[src/rtl/box_renderer_pkg.sv]
// Shared types for box_renderer: default widths, the box descriptor and the
// single-slot hit test used by every comparator.
package box_renderer_pkg;

  localparam int BR_COORD_W = 10;
  localparam int BR_COLOR_W = 12;

  typedef struct packed {
    logic [BR_COORD_W-1:0] x;
    logic [BR_COORD_W-1:0] y;
    logic [BR_COORD_W-1:0] w;
    logic [BR_COORD_W-1:0] h;
    logic [BR_COLOR_W-1:0] color;
    logic                  enable;
  } box_desc_t;

  // Far edges are formed one bit wider so boxes running past the screen edge
  // never wrap back to column/row 0; w=0 or h=0 yields an empty range.
  function automatic logic box_hit_test(input box_desc_t d,
                                        input logic [BR_COORD_W-1:0] px,
                                        input logic [BR_COORD_W-1:0] py);
    logic [BR_COORD_W:0] x_end;
    logic [BR_COORD_W:0] y_end;
    x_end = {1'b0, d.x} + {1'b0, d.w};
    y_end = {1'b0, d.y} + {1'b0, d.h};
    return d.enable && (px >= d.x) && ({1'b0, px} < x_end) &&
           (py >= d.y) && ({1'b0, py} < y_end);
  endfunction

endpackage

[src/rtl/box_renderer_if.sv]
// Descriptor configuration port of box_renderer; game logic is the master.
interface box_renderer_if #(
  parameter int COORD_W = 10,
  parameter int COLOR_W = 12,
  parameter int IDX_W   = 3
);
  logic               cfg_wr_en;
  logic [IDX_W-1:0]   cfg_idx;
  logic [COORD_W-1:0] cfg_x;
  logic [COORD_W-1:0] cfg_y;
  logic [COORD_W-1:0] cfg_w;
  logic [COORD_W-1:0] cfg_h;
  logic [COLOR_W-1:0] cfg_color;
  logic               cfg_enable;

  modport master (output cfg_wr_en, cfg_idx, cfg_x, cfg_y, cfg_w, cfg_h,
                  cfg_color, cfg_enable);
  modport slave  (input  cfg_wr_en, cfg_idx, cfg_x, cfg_y, cfg_w, cfg_h,
                  cfg_color, cfg_enable);
endinterface

[src/rtl/box_renderer_box_hit.sv]
// One slot's S1 stage: registered hit bit (gated by pix_valid) and the slot
// colour captured alongside it.
module box_hit
  import box_renderer_pkg::*;
(
  input  logic                  pixel_clk,
  input  logic                  reset_n,
  input  box_desc_t             i_desc,
  input  logic [BR_COORD_W-1:0] i_x,
  input  logic [BR_COORD_W-1:0] i_y,
  input  logic                  i_valid,
  output logic                  o_hit,
  output logic [BR_COLOR_W-1:0] o_color
);

  logic                  r_hit;
  logic [BR_COLOR_W-1:0] r_color;

  always_ff @(posedge pixel_clk) begin
    if (!reset_n) begin
      r_hit   <= 1'b0;
      r_color <= '0;
    end else begin
      r_hit   <= i_valid && box_hit_test(i_desc, i_x, i_y);
      r_color <= i_desc.color;
    end
  end

  assign o_hit   = r_hit;
  assign o_color = r_color;

endmodule

[src/rtl/box_renderer.sv]
// Multi-box renderer: shadow/active descriptor banks, NUM_BOXES S1 comparators
// and an S2 priority encoder. Optional overlap tracking: BOX_RENDERER_COLLISION_EN.
module box_renderer
  import box_renderer_pkg::*;
#(
  parameter int                  NUM_BOXES = 8,
  parameter int                  COORD_W   = BR_COORD_W,
  parameter int                  COLOR_W   = BR_COLOR_W,
  parameter int                  IDX_W     = 3,
  parameter logic [COLOR_W-1:0]  BG_COLOR  = 12'h000
) (
  input  logic                 pixel_clk,
  input  logic                 reset_n,
  input  logic [COORD_W-1:0]   X_pix,
  input  logic [COORD_W-1:0]   Y_pix,
  input  logic                 pix_valid,
  input  logic                 frame_start,
  box_renderer_if.slave        cfg,
  output logic [COLOR_W-1:0]   pixel_color,
  output logic                 pixel_valid_out,
  output logic                 hit_any,
  output logic [IDX_W-1:0]     hit_idx,
  output logic [NUM_BOXES-1:0] collision_mask
);

  box_desc_t              r_shadow [NUM_BOXES];
  box_desc_t              r_active [NUM_BOXES];
  box_desc_t              w_cfg_desc;
  logic [NUM_BOXES-1:0]   w_hit;
  logic [COLOR_W-1:0]     w_color [NUM_BOXES];
  logic                   r_valid_s1;
  logic                   w_win_any;
  logic [IDX_W-1:0]       w_win_idx;
  logic [COLOR_W-1:0]     w_win_color;
  logic [COLOR_W-1:0]     r_pixel_color;
  logic                   r_pixel_valid;
  logic                   r_hit_any;
  logic [IDX_W-1:0]       r_hit_idx;

  assign w_cfg_desc = '{x: cfg.cfg_x, y: cfg.cfg_y, w: cfg.cfg_w, h: cfg.cfg_h,
                        color: cfg.cfg_color, enable: cfg.cfg_enable};

  // Promotion reads the pre-write shadow, so a write on the frame_start edge waits a frame.
  always_ff @(posedge pixel_clk) begin
    if (!reset_n) begin
      for (int i = 0; i < NUM_BOXES; i++) begin
        r_shadow[i] <= '0;
        r_active[i] <= '0;
      end
    end else begin
      for (int i = 0; i < NUM_BOXES; i++) begin
        if (frame_start) r_active[i] <= r_shadow[i];
        if (cfg.cfg_wr_en && (cfg.cfg_idx == IDX_W'(i))) r_shadow[i] <= w_cfg_desc;
      end
    end
  end

  for (genvar g = 0; g < NUM_BOXES; g++) begin : g_slot
    box_hit u_box_hit (
      .pixel_clk (pixel_clk),
      .reset_n   (reset_n),
      .i_desc    (r_active[g]),
      .i_x       (X_pix),
      .i_y       (Y_pix),
      .i_valid   (pix_valid),
      .o_hit     (w_hit[g]),
      .o_color   (w_color[g])
    );
  end

  always_ff @(posedge pixel_clk) begin
    if (!reset_n) r_valid_s1 <= 1'b0;
    else          r_valid_s1 <= pix_valid;
  end

  // Descending scan so the lowest-index hit is the one left standing.
  always_comb begin
    w_win_any   = 1'b0;
    w_win_idx   = '0;
    w_win_color = BG_COLOR;
    for (int i = NUM_BOXES - 1; i >= 0; i--) begin
      if (w_hit[i]) begin
        w_win_any   = 1'b1;
        w_win_idx   = IDX_W'(i);
        w_win_color = w_color[i];
      end
    end
  end

  always_ff @(posedge pixel_clk) begin
    if (!reset_n) begin
      r_pixel_color <= BG_COLOR;
      r_pixel_valid <= 1'b0;
      r_hit_any     <= 1'b0;
      r_hit_idx     <= '0;
    end else begin
      r_pixel_color <= r_valid_s1 ? w_win_color : BG_COLOR;
      r_pixel_valid <= r_valid_s1;
      r_hit_any     <= w_win_any;
      r_hit_idx     <= w_win_idx;
    end
  end

  assign pixel_color     = r_pixel_color;
  assign pixel_valid_out = r_pixel_valid;
  assign hit_any         = r_hit_any;
  assign hit_idx         = r_hit_idx;

`ifdef BOX_RENDERER_COLLISION_EN
  logic [NUM_BOXES-1:0] r_coll_acc;
  logic [NUM_BOXES-1:0] r_coll_mask;
  logic [NUM_BOXES-1:0] w_coll_new;

  // More than one bit set in the S1 hit vector means an overlap on this pixel.
  assign w_coll_new = ((w_hit & (w_hit - NUM_BOXES'(1))) != '0) ? w_hit : '0;

  always_ff @(posedge pixel_clk) begin
    if (!reset_n) begin
      r_coll_acc  <= '0;
      r_coll_mask <= '0;
    end else if (frame_start) begin
      r_coll_mask <= r_coll_acc;
      r_coll_acc  <= w_coll_new;
    end else begin
      r_coll_acc  <= r_coll_acc | w_coll_new;
    end
  end

  assign collision_mask = r_coll_mask;
`else
  assign collision_mask = '0;
`endif

endmodule

[src/flat_wrapper.sv]
// flat-port wrapper written by rule: the top's interface ports become plain ports
module box_renderer_flat import box_renderer_pkg::*;
#(
  parameter int                  NUM_BOXES = 8,
  parameter int                  COORD_W   = BR_COORD_W,
  parameter int                  COLOR_W   = BR_COLOR_W,
  parameter int                  IDX_W     = 3,
  parameter logic [COLOR_W-1:0]  BG_COLOR  = 12'h000
)
  (pixel_clk, reset_n, X_pix, Y_pix, pix_valid, frame_start, pixel_color, pixel_valid_out, hit_any, hit_idx, collision_mask, cfg_cfg_wr_en, cfg_cfg_idx, cfg_cfg_x, cfg_cfg_y, cfg_cfg_w, cfg_cfg_h, cfg_cfg_color, cfg_cfg_enable);
  box_renderer_if #(.COORD_W(COORD_W), .COLOR_W(COLOR_W), .IDX_W(IDX_W)) cfg_i ();
  input  logic pixel_clk;
  input  logic reset_n;
  input  logic [COORD_W-1:0] X_pix;
  input  logic [COORD_W-1:0] Y_pix;
  input  logic pix_valid;
  input  logic frame_start;
  output logic [COLOR_W-1:0] pixel_color;
  output logic pixel_valid_out;
  output logic hit_any;
  output logic [IDX_W-1:0] hit_idx;
  output logic [NUM_BOXES-1:0] collision_mask;
  input wire logic [$bits(cfg_i.cfg_wr_en)-1:0] cfg_cfg_wr_en;
  input wire logic [$bits(cfg_i.cfg_idx)-1:0] cfg_cfg_idx;
  input wire logic [$bits(cfg_i.cfg_x)-1:0] cfg_cfg_x;
  input wire logic [$bits(cfg_i.cfg_y)-1:0] cfg_cfg_y;
  input wire logic [$bits(cfg_i.cfg_w)-1:0] cfg_cfg_w;
  input wire logic [$bits(cfg_i.cfg_h)-1:0] cfg_cfg_h;
  input wire logic [$bits(cfg_i.cfg_color)-1:0] cfg_cfg_color;
  input wire logic [$bits(cfg_i.cfg_enable)-1:0] cfg_cfg_enable;
  assign cfg_i.cfg_wr_en = cfg_cfg_wr_en;
  assign cfg_i.cfg_idx = cfg_cfg_idx;
  assign cfg_i.cfg_x = cfg_cfg_x;
  assign cfg_i.cfg_y = cfg_cfg_y;
  assign cfg_i.cfg_w = cfg_cfg_w;
  assign cfg_i.cfg_h = cfg_cfg_h;
  assign cfg_i.cfg_color = cfg_cfg_color;
  assign cfg_i.cfg_enable = cfg_cfg_enable;
  box_renderer #(.NUM_BOXES(NUM_BOXES), .COORD_W(COORD_W), .COLOR_W(COLOR_W), .IDX_W(IDX_W), .BG_COLOR(BG_COLOR)) u_core (.pixel_clk(pixel_clk), .reset_n(reset_n), .X_pix(X_pix), .Y_pix(Y_pix), .pix_valid(pix_valid), .frame_start(frame_start), .cfg(cfg_i), .pixel_color(pixel_color), .pixel_valid_out(pixel_valid_out), .hit_any(hit_any), .hit_idx(hit_idx), .collision_mask(collision_mask));
endmodule
[config.mk]
export PLATFORM = sky130hd
export DESIGN_NAME = box_renderer_flat
export DESIGN_NICKNAME = d
export VERILOG_FILES = /design/src/rtl/box_renderer_pkg.sv /design/src/rtl/box_renderer_if.sv /design/src/rtl/box_renderer_box_hit.sv /design/src/rtl/box_renderer.sv /design/src/flat_wrapper.sv
export SDC_FILE = /design/constraint.sdc
export NUM_CORES = 2
export LEC_CHECK = 0
export CAP_MARGIN = 20
export CORE_UTILIZATION = 34
export CTS_BUF_LIST = sky130_fd_sc_hd__clkbuf_8
export DETAILED_ROUTE_END_ITERATION = 8
export HOLD_SLACK_MARGIN = 0.12
export RECOVER_POWER = 100
export SETUP_SLACK_MARGIN = 0.3
export SYNTH_ARGS = -nofsm -noshare
export SYNTH_HDL_FRONTEND = slang
export SYNTH_SLANG_ARGS = --single-unit
[constraint.sdc]
create_clock -name pixel_clk -period 16.7 [get_ports pixel_clk]
set_clock_uncertainty 0.15 [all_clocks]
set_input_delay 3.34 -clock pixel_clk [delete_from_list [all_inputs] [get_ports pixel_clk]]
set_output_delay 3.34 -clock pixel_clk [all_outputs]
set_load 0.02 [all_outputs]
Word level (Yosys, flattened, before mapping)
Memories as Yosys holds them, arrays and structs flattened. Index checks and enable logic that the tools add are counted.

Memory bits (writable): 848. Word-level logic and storage cells: 217. Memories: 2. Register bits after elaboration: 122.

Memories: u_core.r_active (depth 8, bits a word 53, rd ports 8, clocked after memory_dff 0, wr ports 8, RTL line box_renderer.sv:27) `box_desc_t r_active [NUM_BOXES];`; u_core.r_shadow (depth 8, bits a word 53, rd ports 8, clocked after memory_dff 0, wr ports 8, RTL line box_renderer.sv:26) `box_desc_t r_shadow [NUM_BOXES];`.

Mux-type cells: 67. Bitwise gates (word level): 17. Equal/unequal tests: 7. Reductions and logical operators: 53. $add $sub $neg: 16. Order comparisons: 32.

Operators by type and width (count): $mux W53 (16); $add A10 B10 Y11 (16); $lt A10 B11 Y1 (16); $ge A10 B10 Y1 (16); $mux W12 (8); $logic_and A1 B1 Y1 (48); $mux W1 (37); $or A1 B1 Y1 (16); $eq A3 B3 Y1 const B (4); $mux W3 (4); $eq A3 B2 Y1 const B (2); $reduce_or A5 Y1 (1); $mux W2 (2); $eq A3 B1 Y1 const B (1); $logic_not A3 Y1 (1); $reduce_or A3 Y1 (1); $reduce_and A2 Y1 (1); $reduce_or A2 Y1 (1); $not A1 Y1 (1).

Depth between registers and ports, before layout
Depth in word-level cells: 8. Mapped depth: 16. Gate-level depth less buffers: 16.

Modules after synthesis
A second synthesis with hierarchy kept.

Cells, all modules: 3869. Area, all modules: 47295.4 µm².

Modules (own cells, without submodules): box_renderer (cells an instance 1986, area an instance 31501.5 µm², instances 1); box_hit at u_core.g_slot[2].u_box_hit ... (cells an instance 234, area an instance 1969.4 µm², instances 3); box_hit at u_core.g_slot[6].u_box_hit ... (cells an instance 237, area an instance 1984.4 µm², instances 2); box_hit at u_core.g_slot[0].u_box_hit ... (cells an instance 235, area an instance 1968.1 µm², instances 2); box_hit at u_core.g_slot[5].u_box_hit (cells an instance 237, area an instance 1980.6 µm², instances 1).

Worst setup path before layout
OpenSTA, ideal clock, no wires.

Path type: input port to flip-flop. From: in frame_start. To: mem u_core.r_active[0][0] (netlist name), enable pin. Setup slack: 1.940 ns. Cell stages on the path: 2. Data arrival time: 13.744 ns. Cell sequence: clkbuf_1 -> nand2b_1.

RTL lines: start, declared (RTL line flat_wrapper.sv:17) `input logic frame_start;`; end, declared (RTL line box_renderer.sv:27).

==> results.sh <==
export IMPL_dr_pass1_iters=5
export IMPL_cp_max_fo=124
export IMPL_tightestPinTransition_ps=4330
export IMPL_die_h_um=373
export IMPL_netlist_instances=3816
export IMPL_fmax_ghz=0.0940
export IMPL_p_per_area_nw_per_um2=106
export IMPL_cts_max_path_buffers=3
export IMPL_initial_core_util_pct=34.4
export IMPL_grt_pass1_vias=28200
export IMPL_rsz0062_at_grt="no"
export IMPL_period_minus_slack_ps=10640
export IMPL_cp_end_kind="flop"
export IMPL_syn_area_um2=46900
export IMPL_wl_per_cell_um=18.9
export IMPL_cts_resized=0
export IMPL_place_ws_ps=9220
export IMPL_status="finished with violations"
export IMPL_hp_class="flop to flop"
export IMPL_hold_ws_ps=289
export IMPL_htreeDepth=4
export IMPL_cp_start_kind="primary input"
export IMPL_hpwl_mm=71.6
export IMPL_grt_max_degree=227
export IMPL_leakagePower_nw=22.3
export IMPL_num_vias=28800
export IMPL_fin_crit_sh_pct=63.7
export IMPL_gr_total_overflow=0
export IMPL_netlist_area_leader_share_pct=54.3
export IMPL_multi_input_area_um2=17500
export IMPL_clk_latency_ps=820
export IMPL_ant_nets=0
export IMPL_coreArea_um2=136000
export IMPL_dieArea_um2=139000
export IMPL_cts_tree="built"
export IMPL_crit_required_ps=16550
export IMPL_portBuffers=97
export IMPL_fp_dieW_um=373
export IMPL_synth_ff_type="edfxtp_1"
export IMPL_maxSlewHeadroom_pct=-189
export IMPL_areaGrowthSynthToFinish_pct=12.6
export IMPL_wirelength_mm=111
export IMPL_clk_pin_slew_worst_paths_ps=60
export IMPL_drc=0
export IMPL_setup_tns_ps=0
export IMPL_nNetsFinal=4528
export IMPL_postCtsSetupBuffers=0
export IMPL_io_pins=106
export IMPL_syn_avg_cell_area_um2=12.3
export IMPL_num_rows=135
export IMPL_clkSinkCount=970
export IMPL_gp_congestion=0.792
export IMPL_synth_edf_count=848
export IMPL_synth_top_area_cell="edfxtp_1"
export IMPL_ys_seq_area_share_pct=59.5
export IMPL_drive_gt1_share_pct=6.46
export IMPL_violations="max-capacitance violations, max-slew violations"
export IMPL_worst_slack_ps=6060
export IMPL_synth_area_leaders="edfxtp_1 (54%), ha_1 (12%), dfxtp_1 (5.2%)"
export IMPL_vias_per_cell=4.90
export IMPL_root_buffer="clkbuf_8"
export IMPL_drt_iter0_markers=1913
export IMPL_drv_cap=11
export IMPL_hold_viol=0
export IMPL_finalSetupViolations=0
export IMPL_synth_cell_types=65
export IMPL_regArea_um2=27900
export IMPL_ys_async_sr_fraction_pct=0
export IMPL_crit_arrival_ps=10480
export IMPL_ctsHoldBuffers=0
export IMPL_irDropWorstVdd_uv=61.1
export IMPL_slew_viol_final=711
export IMPL_track_usage_pct=15.8
export IMPL_fillers=12900
export IMPL_worstSetupPathType="primary input to flop"
export IMPL_synth_seq_cells=970
export IMPL_layout_cells_most_common_list="edfxtp_1 (848), ha_1 (464), nor2_1 (417), and3_1 (318), inv_1 (301)"
export IMPL_synth_warnings=0
export IMPL_cts_made_buffers=160
export IMPL_layout_commonest_cell="edfxtp_1"
export IMPL_grt_pass1_wl_mm=170
export IMPL_grt_antenna_before_repair=1
[metrics by stage]
stage,instance area (µm²),instances,power (mW),util (%)
global placement,49900,5585,3.67,36.6
detailed placement,49900,5585,3.69,36.6
finish,52800,5869,5.61,38.8
global route,52800,5869,5.88,38.8
CTS,52800,5867,5.67,38.8
floorplan,46900,3823,3.46,-
[sequential cells by signal, summed over array words and instances, names as in the netlist]
| signal | count |
|---|---|
| u_core.g_slot.u_box_hit.o_color | 96 |
| u_core.g_slot.u_box_hit.o_hit | 8 |
| u_core.hit_any | 1 |
| u_core.hit_idx | 3 |
| u_core.pixel_color | 12 |
| u_core.pixel_valid_out | 1 |
| u_core.r_active | 424 |
| u_core.r_shadow | 424 |
| u_core.r_valid_s1 | 1 |
[area by class of cell]
cell class	instances	area share [%]
sequential	970	52.9
tap	1781	4.22
timing repair buffer	138	2.46
multi-input combinational	2456	33.1
inverter	241	1.71
clock buffer	176	4.59
antenna	1	0.00474
clock inverter	106	1.03
[metal layers]
metal  track usage [%]  vias up  share of wire, %  routed length [µm]
li1                  -    14100                 -                   -
met1              21.3    13900                46               51400
met2              25.9      584                47               52600
met3              2.32      146               3.9                4280
met4              5.05        0               2.3                2570
met5                 0        -                 0                   0
[cells by family (layout without fill, tap and decap cells)]
family	after synthesis	in the layout	share of synthesized area (%)
simple gates	1292	1292	14.1
xor+xnor	121	121	2.26
fa+ha+maj	480	480	13.1
flops	970	970	59.5
other cells	1	9	0.00800
compound gates	555	555	7.74
buf+inv	397	661	3.27
[synthesized netlist by cell type (16+ instances only)]
master,count
fa_1,16
nor2_1,417
a21o_1,67
nor3_1,67
nand3_1,25
xnor2_1,27
a21oi_1,143
nand2b_1,43
nor2b_1,32
xor2_1,94
a211oi_1,39
and2_1,205
o22ai_1,16
o21a_1,32
inv_1,241
clkbuf_1,142
nand2_1,136
ha_1,464
dfxtp_1,122
o21ai_0,111
and3_1,318
edfxtp_1,848
[power breakdown]
part	internal [mW]	switching [mW]	total (mW)
Clock	1.02	0.942	1.96
Sequential	2.82	0.0584	2.88
Combinational	0.305	0.456	0.762
Total	4.15	1.46	5.61
[critical path, stage by stage]
cell and delay [ps]:
clkbuf_1 2990, clkbuf_1 2560, nand2_2 -10, clkbuf_1 1480
[final timing paths]
| check | startpoint | end | slack [ps] | cells past startpoint |
|---|---|---|---|---|
| max reg2reg | u_core.r_active[0][33] | u_core.g_slot[0].u_box_hit.o_hit | 12510 | 14 |
| min reg2reg | u_core.r_active[0][168] | u_core.g_slot[3].u_box_hit.o_color[8] | 290 | 1 |
| min | u_core.r_active[0][168] | u_core.g_slot[3].u_box_hit.o_color[8] | 290 | 1 |
| max | reset_n | u_core.r_shadow[0][183] | 6060 | 4 |
Note: power is estimated with default switching activity, not from simulation.
